<file path="config.mk">
export PLATFORM = sky130hd
export DESIGN_NAME = matrix_stream_controller
export DESIGN_NICKNAME = d
export VERILOG_FILES = /design/src/rtl/matrix_pkg.sv /design/src/rtl/matrix_stream_controller.sv
export SDC_FILE = /design/constraint.sdc
export NUM_CORES = 1
export LEC_CHECK = 0
export BUFFER_PORTS_ARGS = -buffer_cell sky130_fd_sc_hd__buf_4
export CAP_MARGIN = 20
export CORE_MARGIN = 1.5
export CORE_UTILIZATION = 39
export CTS_CLUSTER_DIAMETER = 100
export CTS_CLUSTER_SIZE = 30
export DETAILED_ROUTE_END_ITERATION = 16
export HOLD_SLACK_MARGIN = 0.06
export MAX_ROUTING_LAYER = met4
export PLACE_DENSITY = 0.62
export SETUP_SLACK_MARGIN = 0.05
export SLEW_MARGIN = 0
export SYNTH_ARGS = -nofsm -noshare
export SYNTH_HDL_FRONTEND = slang
export SYNTH_SLANG_ARGS = --single-unit
export TNS_END_PERCENT = 20
</file>
<file path="constraint.sdc">
create_clock -name clk -period 6.2 [get_ports clk]
set_input_delay 0.62 -clock clk [delete_from_list [all_inputs] [get_ports clk]]
set_output_delay 0.62 -clock clk [all_outputs]
set_load 0.01 [all_outputs]
</file>
<file path="src/rtl/matrix_pkg.sv">
// Shared constants and FSM state type for the matrix stream controller.
package matrix_pkg;

   localparam int unsigned DW        = 8;
   localparam int unsigned N_DEFAULT = 3;
   localparam int unsigned ELEMS     = N_DEFAULT * N_DEFAULT;

   typedef enum logic [1:0] {
      StLoadA,
      StLoadB,
      StCapture,
      StDrain
   } state_e;

endpackage

</file>
<file path="src/rtl/matrix_stream_controller.sv">
// Streams A and B into registers feeding an external multiplier, captures the
// product one cycle after the last B element and drains it row-major.
module matrix_stream_controller #(
   parameter int unsigned N  = matrix_pkg::N_DEFAULT,
   parameter int unsigned DW = matrix_pkg::DW
) (
   input  logic              clk,
   input  logic              rst_n,
   input  logic [DW-1:0]     in_data,
   input  logic              in_valid,
   output logic              in_ready,
   output logic [N*N*DW-1:0] a_flat,
   output logic [N*N*DW-1:0] b_flat,
   input  logic [N*N*DW-1:0] c_flat,
   output logic [DW-1:0]     out_data,
   output logic              out_valid,
   input  logic              out_ready,
   output logic              out_last,
   output logic              busy
);
   import matrix_pkg::*;

   localparam int unsigned NUM_ELEMS = N * N;
   localparam int unsigned CW        = (NUM_ELEMS > 1) ? $clog2(NUM_ELEMS) : 1;
   localparam logic [CW-1:0] LAST    = CW'(NUM_ELEMS - 1);

   state_e              state_q, state_d;
   logic [CW-1:0]       cnt_q, cnt_d;
   logic [N*N*DW-1:0]   a_q, b_q, c_q;
   logic                a_we, b_we, c_we;

   always_comb begin
      state_d   = state_q;
      cnt_d     = cnt_q;
      a_we      = 1'b0;
      b_we      = 1'b0;
      c_we      = 1'b0;
      in_ready  = 1'b0;
      out_valid = 1'b0;
      out_last  = 1'b0;
      out_data  = '0;
      busy      = !(state_q == StLoadA && cnt_q == '0);
      unique case (state_q)
         StLoadA: begin
            in_ready = 1'b1;
            if (in_valid) begin
               a_we = 1'b1;
               if (cnt_q == LAST) begin
                  cnt_d   = '0;
                  state_d = StLoadB;
               end else begin
                  cnt_d = cnt_q + CW'(1);
               end
            end
         end
         StLoadB: begin
            in_ready = 1'b1;
            if (in_valid) begin
               b_we = 1'b1;
               if (cnt_q == LAST) begin
                  cnt_d   = '0;
                  state_d = StCapture;
               end else begin
                  cnt_d = cnt_q + CW'(1);
               end
            end
         end
         // The multiplier has had a full cycle to settle on the final B element.
         StCapture: begin
            c_we    = 1'b1;
            state_d = StDrain;
         end
         StDrain: begin
            out_valid = 1'b1;
            out_data  = c_q[cnt_q*DW +: DW];
            out_last  = (cnt_q == LAST);
            if (out_ready) begin
               if (cnt_q == LAST) begin
                  cnt_d   = '0;
                  state_d = StLoadA;
               end else begin
                  cnt_d = cnt_q + CW'(1);
               end
            end
         end
         default: state_d = StLoadA;
      endcase
   end

   always_ff @(posedge clk or negedge rst_n) begin
      if (!rst_n) begin
         state_q <= StLoadA;
         cnt_q   <= '0;
         a_q     <= '0;
         b_q     <= '0;
         c_q     <= '0;
      end else begin
         state_q <= state_d;
         cnt_q   <= cnt_d;
         if (a_we) a_q[cnt_q*DW +: DW] <= in_data;
         if (b_we) b_q[cnt_q*DW +: DW] <= in_data;
         if (c_we) c_q <= c_flat;
      end
   end

   assign a_flat = a_q;
   assign b_flat = b_q;

endmodule

</file>
==> results of run 1 <==
-- cells by family (layout without fill, tap and decap cells) --
logic type | Yosys count | after routing
multiplexers | 157 | 157
AND/OR/NAND/NOR | 194 | 194
adder cells (fa/ha/maj) | 10 | 10
XOR/XNOR | 1 | 1
flip-flops | 222 | 222
buffers and inverters | 53 | 267
AO/OA/AOI/OAI | 130 | 130
-- per-stage QoR --
stage                     cells  setup slack [ns]  total power, mW  util [%]  area (um^2)
final                      1300              2.82             5.41      49.6        11600
after CTS                  1300              2.78             5.48      49.6        11600
after floorplan             767              3.63             3.69         -         9250
after detailed placement   1285              3.03             4.68      48.3        11300
after global routing       1300              2.62             5.79      49.6        11600
after global placement     1285              3.09             4.61      48.3        11300
-- registers in the layout (all words and copies together) (netlist names) --
| signal | flops |
|---|---|
| cnt_q | 4 |
| b_flat | 72 |
| state_q | 2 |
| c_q | 72 |
| a_flat | 72 |
-- routing by layer --
metal	wire length, um	vias up	track usage, %
met1	10400	3160	25.9
met5	0	-	-
met4	301	0	3.01
li1	-	3069	-
met3	2190	22	6.53
met2	10900	203	30.2
-- cell type report --
type | instances | area, um^2 | share of cell area, %
multi-input combinational | 492 | 3480 | 30.0
timing repair buffer | 243 | 1830 | 15.8
sequential | 222 | 5560 | 47.9
tap | 319 | 399 | 3.44
inverter | 9 | 33.8 | 0.291
clock buffer | 12 | 279 | 2.41
clock inverter | 3 | 25.0 | 0.216
-- worst max-delay path, delay by kind of cell (launching register included) --
kind / cells / cell delay [ns]
buffers and inverters: 2 / 0.52
and+or+nand+nor: 2 / 0.81
AOI/OAI and AO/OA: 2 / 0.31
DFF: 1 / 0.64
-- power breakdown --
group	total [mW]	switching, mW	internal [mW]
registers	2.31	0.325	1.99
logic	2.30	1.16	1.13
clock network	0.800	0.465	0.334
total	5.41	1.95	3.45
-- synth_stat cells --
| master | count | area, um^2 |
|---|---|---|
| nor4_1 | 1 | 6.26 |
| nor3b_1 | 1 | 7.51 |
| a22oi_1 | 17 | 128 |
| o21ai_0 | 93 | 465 |
| a41oi_1 | 1 | 8.76 |
| buf_4 | 2 | 15.0 |
| o21ai_1 | 1 | 5.00 |
| a31o_2 | 1 | 8.76 |
| o21bai_1 | 1 | 7.51 |
| nor2_1 | 12 | 45.0 |
| or4_4 | 1 | 11.3 |
| mux2_1 | 1 | 11.3 |
| and2_1 | 3 | 18.8 |
| clkinv_1 | 1 | 3.75 |
| xor2_1 | 1 | 8.76 |
| or2_1 | 1 | 6.26 |
| mux2_4 | 16 | 240 |
| buf_6 | 2 | 22.5 |
| nand3b_1 | 2 | 15.0 |
| inv_1 | 8 | 30.0 |
| nand2_1 | 151 | 567 |
| nor3_1 | 5 | 25.0 |
| nand4_1 | 1 | 6.26 |
| and3_1 | 5 | 31.3 |
| nand3_1 | 5 | 25.0 |
| nand2b_1 | 1 | 6.26 |
| a21oi_1 | 3 | 15.0 |
| a221oi_1 | 1 | 8.76 |
| mux2i_1 | 33 | 330 |
| mux2_2 | 107 | 1200 |
| or2_2 | 1 | 6.26 |
| buf_1 | 6 | 22.5 |
| clkbuf_1 | 25 | 93.8 |
| or4_1 | 1 | 7.51 |
| dfrtp_1 | 222 | 5560 |
| buf_2 | 9 | 45.0 |
| ha_1 | 10 | 125 |
| nand4b_1 | 1 | 8.76 |
| or3_1 | 1 | 6.26 |
| nor2_2 | 1 | 6.26 |
| o31ai_1 | 12 | 90.1 |
-- how the worst max path moves through the flow --
stage	to	start	cells after the start
after global placement	b_flat[24]	cnt_q[1]	7
after floorplan	b_flat[0]	cnt_q[0]	10
after global routing	out_data[7]	cnt_q[0]	6
after detailed placement	b_flat[24]	cnt_q[1]	7
final	out_data[6]	cnt_q[0]	6
after CTS	out_data[6]	cnt_q[0]	6
-- cells in the final DEF, fill, tap and decap left out, types with 2 or more instances in the layout --
cell       instances
nor2_1            12
nand3_1            5
inv_1              8
o21ai_0           93
o31ai_1           12
nor3_1             5
and3_1             5
a21oi_1            3
mux2i_1           33
a22oi_1           17
nand2_1          151
clkbuf_16         11
buf_4            242
mux2_4            16
and2_1             3
ha_1               9
mux2_2           107
dfrtp_1          221
nand3b_1           2
==> qor.yml, run 1 <==
required_ns: 5.58
numCtsBuffers: 11
end_kind: "primary output"
tightest_slew_ns: 1.00
synthAdderAreaFrac_pct: 1.35
start_kind: "flop"
fin_crit_ns: 3.38
tns_ns: 0
setup_violations: 0
mappedNetlistNets: 861
drtAntennaViolNets: 0
path_clk_slew_ns: 0.11
syn_inst: 767
worst_r2r_startpoint: "cnt_q[1]"
worstReg2RegEnd: "b_flat[24]"
gr-usage-all-layers_pct: 19.7
max_freq_mhz: 296
drive_above_1_share_pct: 39.3
p_leak_nw: 5.64
via_per_inst: 4.96
reg2reg_slack_ns: 3.00
grt_start_max_net_pins: 97
arrival_ns: 2.76
finalMaxSlewViolations: 0
clock_latency_ns: 0.48
die_h_um: 157
synth_top_family_by_area: "multiplexers"
cts_setup_buffers: 0
die_area_um2: 24700
wirelength_um: 23800
crit_path_cell_trace: "clkinv_1 -> nor2_1 -> a22oi_1 -> nand2_1 -> o21ai_0 -> buf_4"
antenna_found_initial: 0
rsz0062_at_grt: "no"
power.density_nw_per_um2: 466
portBuffers: 239
critPathKind: "reg2out"
area_growth_pct: 25.4
synth_compound_area_share_pct: 7.97
synthesis.area_um2: 9250
cts_buffer_depth: 3
core-area_um2: 23400
cp_max_fo: 14
crit_path_top_delay_cell: "nor2_1"
io_pins: 240
hold_ws_ns: 0.166
grt_overflow: 0
wl_per_cell_um: 18.3
fin_skew_ns: 0.0184
peakVddDrop_mv: 0.230
finalHoldViolCount: 0
synthMuxAreaShare_pct: 19.3
status: "finished clean"
synth.distinct_cells: 41
cap_violations: 0
n_antenna_cell: 0
worstHoldPathType: "in2async"
ys_seq_area_share_pct: 60.0
yosys_warnings: 0
finalCritPeriodShare_pct: 54.6
cts_resized: 0
firstDrtPassIters: 5
grt_pass1_wl_um: 36500
fillers: 2190
max_stage_delay_ns: 0.66
reg2reg_depth: 7
syn_area_per_cell_um2: 12.1
cts_max_level: 1
dp_hpwl_um: 17200
grt_pass1_vias: 6367
drtIter0Drc: 335
clock_sinks: 222
die_w_um: 157
max_slew_margin_pct: 33.2
synthSimpleGateAreaFrac_pct: 8.71
fin_nets: 1073
synth_seq_cells: 222
drc_errors: 0
placementRows: 56
synth-xor-area-share_pct: 0.0947
cts_tree: "done"
postCtsHoldBufs: 0
place.gp.congestion: 0.844
num_vias: 6454
cts_root_buf: "clkbuf_16"
initial_core_util_pct: 39.5
(Power assumes the default switching activity.)
==> run 2, diff against run 1 <==
==> constraint.sdc (replaced) <==
create_clock -name clk -period 3.45 [get_ports clk]
set_input_delay 0.345 -clock clk [delete_from_list [all_inputs] [get_ports clk]]
set_output_delay 0.345 -clock clk [all_outputs]
set_load 0.01 [all_outputs]
==> run 2 against run 1 <==
  * Non-clock buffer count rose by 2
  * Sequential share of layout area shrank 0.20 points
  * Count of clock-buffer cells in the layout rose by 1
  * Die area stayed put
  * Final cell count about the same
  * Critical path depth is the same
  * Clock power grew 80%
  * Total power grew 80%
  * Flip-flop and latch count unchanged
  * Worst hold slack lost 0.076 ns
==> qor.yml, run 2 (synthesis results as in run 1) <==
tightest_slew_ns: 1.02
cts_resized: 0
rsz0062_at_grt: "no"
p_leak_nw: 5.66
io_pins: 240
portBuffers: 239
grt_pass1_wl_um: 36300
grt_pass1_vias: 6423
finalCritPeriodShare_pct: 84.1
fillers: 2198
fin_skew_ns: 0.0202
drc_errors: 0
p_clk_share_pct: 14.8
reg2reg_depth: 6
clock_latency_ns: 0.47
required_ns: 3.11
cellInternalPower_mw: 6.24
power.density_nw_per_um2: 835
grt_overflow: 0
cts_tree: "done"
antenna_found_initial: 0
tns_ns: 0
mostFrequentLayoutCells: "buf_4, dfrtp_1, nand2_1, mux2_2, o21ai_0"
die_area_um2: 24700
drtAntennaViolNets: 0
cap_violations: 0
seq_power_share_pct: 42.5
whs_path_depth: 2
power_frac_comb_pct: 42.7
max_stage_delay_ns: 0.64
fin_util_pct: 49.8
cts_buffer_depth: 3
drive_above_1_share_pct: 39.3
crit_path_top_delay_cell: "nor2_1"
gr-usage-all-layers_pct: 19.6
wirelength_um: 23600
dp.cells: 1286
finalHoldViolCount: 0
drtIter0Drc: 277
arrival_ns: 2.55
via_per_inst: 4.95
path_clk_slew_ns: 0.12
cts_max_level: 1
placementRows: 56
die_w_um: 157
place.gp.congestion: 0.823
fin_crit_ns: 2.90
firstDrtPassIters: 4
area_growth_pct: 25.9
dp_hpwl_um: 17000
clock_sinks: 222
finalMaxSlewViolations: 0
final_common_cell: "buf_4"
numCtsBuffers: 11
end_kind: "primary output"
fin_nets: 1075
max_freq_mhz: 345
crit_path_cell_trace: "inv_1 -> nor2_1 -> a22oi_1 -> nand2_1 -> o21ai_0 -> buf_4"
worstHoldPathType: "in2reg"
n_antenna_cell: 0
p_switching_mw: 3.49
peakVddDrop_mv: 0.376
num_vias: 6437
max_slew_margin_pct: 32.0
stdcell_count: 1301
sw_frac_of_total_pct: 35.8
core-area_um2: 23400
wl_per_cell_um: 18.1
initial_core_util_pct: 39.5
setup_violations: 0
critPathKind: "reg2out"
start_kind: "flop"
status: "finished clean"
die_h_um: 157
grt_start_max_net_pins: 100
cp_max_fo: 12
cts_root_buf: "clkbuf_16"
run 2: through the flow:
| step | total power, mW | area, um^2 | hold slack, ns | worst slack (ns) |
|---|---|---|---|---|
| 6_report | 9.73 | 11600 | 0.0899 | 0.550 |
| 5_1_grt | 10.4 | 11600 | 0.0727 | 0.365 |
| 4_1_cts | 9.87 | 11600 | 0.0726 | 0.523 |
| 3_5_place_dp | 8.41 | 11300 | 0.447 | 0.764 |
| 3_3_place_gp | 8.31 | 11300 | 0.439 | 0.841 |
| 2_1_floorplan | 6.63 | 9250 | 0.0494 | 0.882 |
run 2: worst max-delay path, delay by kind of cell (launching register included):
family	cells	cell delay (ns)
AO/OA/AOI/OAI	2	0.34
buffers and inverters	2	0.37
flip-flops	1	0.60
AND/OR/NAND/NOR	2	0.78
run 2: area by class of cell:
type                       instances  area, um^2  share of cell area [%]
sequential                       222        5560                    47.7
multi-input combinational        492        3480                    29.8
timing repair buffer             245        1870                    16.1
tap                              319         399                    3.43
clock buffer                      13         293                    2.51
inverter                           9        33.8                   0.290
clock inverter                     1        16.3                   0.140
run 2: worst paths after layout:
path / end / startpoint / slack, ns
max: out_data[0] / cnt_q[2] / 0.55
min: c_q[6] / c_flat[6] / 0.09
max reg2reg: b_flat[24] / cnt_q[0] / 0.74
min reg2reg: a_flat[9] / a_flat[9] / 0.49
max in group asynchronous: c_q[26] / rst_n / 2.04
min in group asynchronous: b_flat[32] / rst_n / 0.50
run 2: per-layer routing:
metal | global-route usage [%] | share of wire, %
met5 | - | 0
met4 | 3.95 | 1.5
met3 | 6.06 | 8.4
met2 | 31.0 | 46
met1 | 24.8 | 44
run 2: power by group through the flow:
stage,registers [mW],logic (mW),clock network [mW]
after floorplan,4.28,2.34,0
after global placement,4.17,4.14,0
after detailed placement,4.20,4.21,0
after CTS,4.14,4.22,1.51
after global routing,4.26,4.56,1.57
final,4.13,4.15,1.44
run 2: repair_timing:
| item | in CTS | in global routing |
|---|---|---|
| setup endpoints to repair | 0 | 0 |
| hold buffers | 1 | 0 |
| setup buffers | 0 | 0 |
| hold endpoints to repair | 97 | 0 |
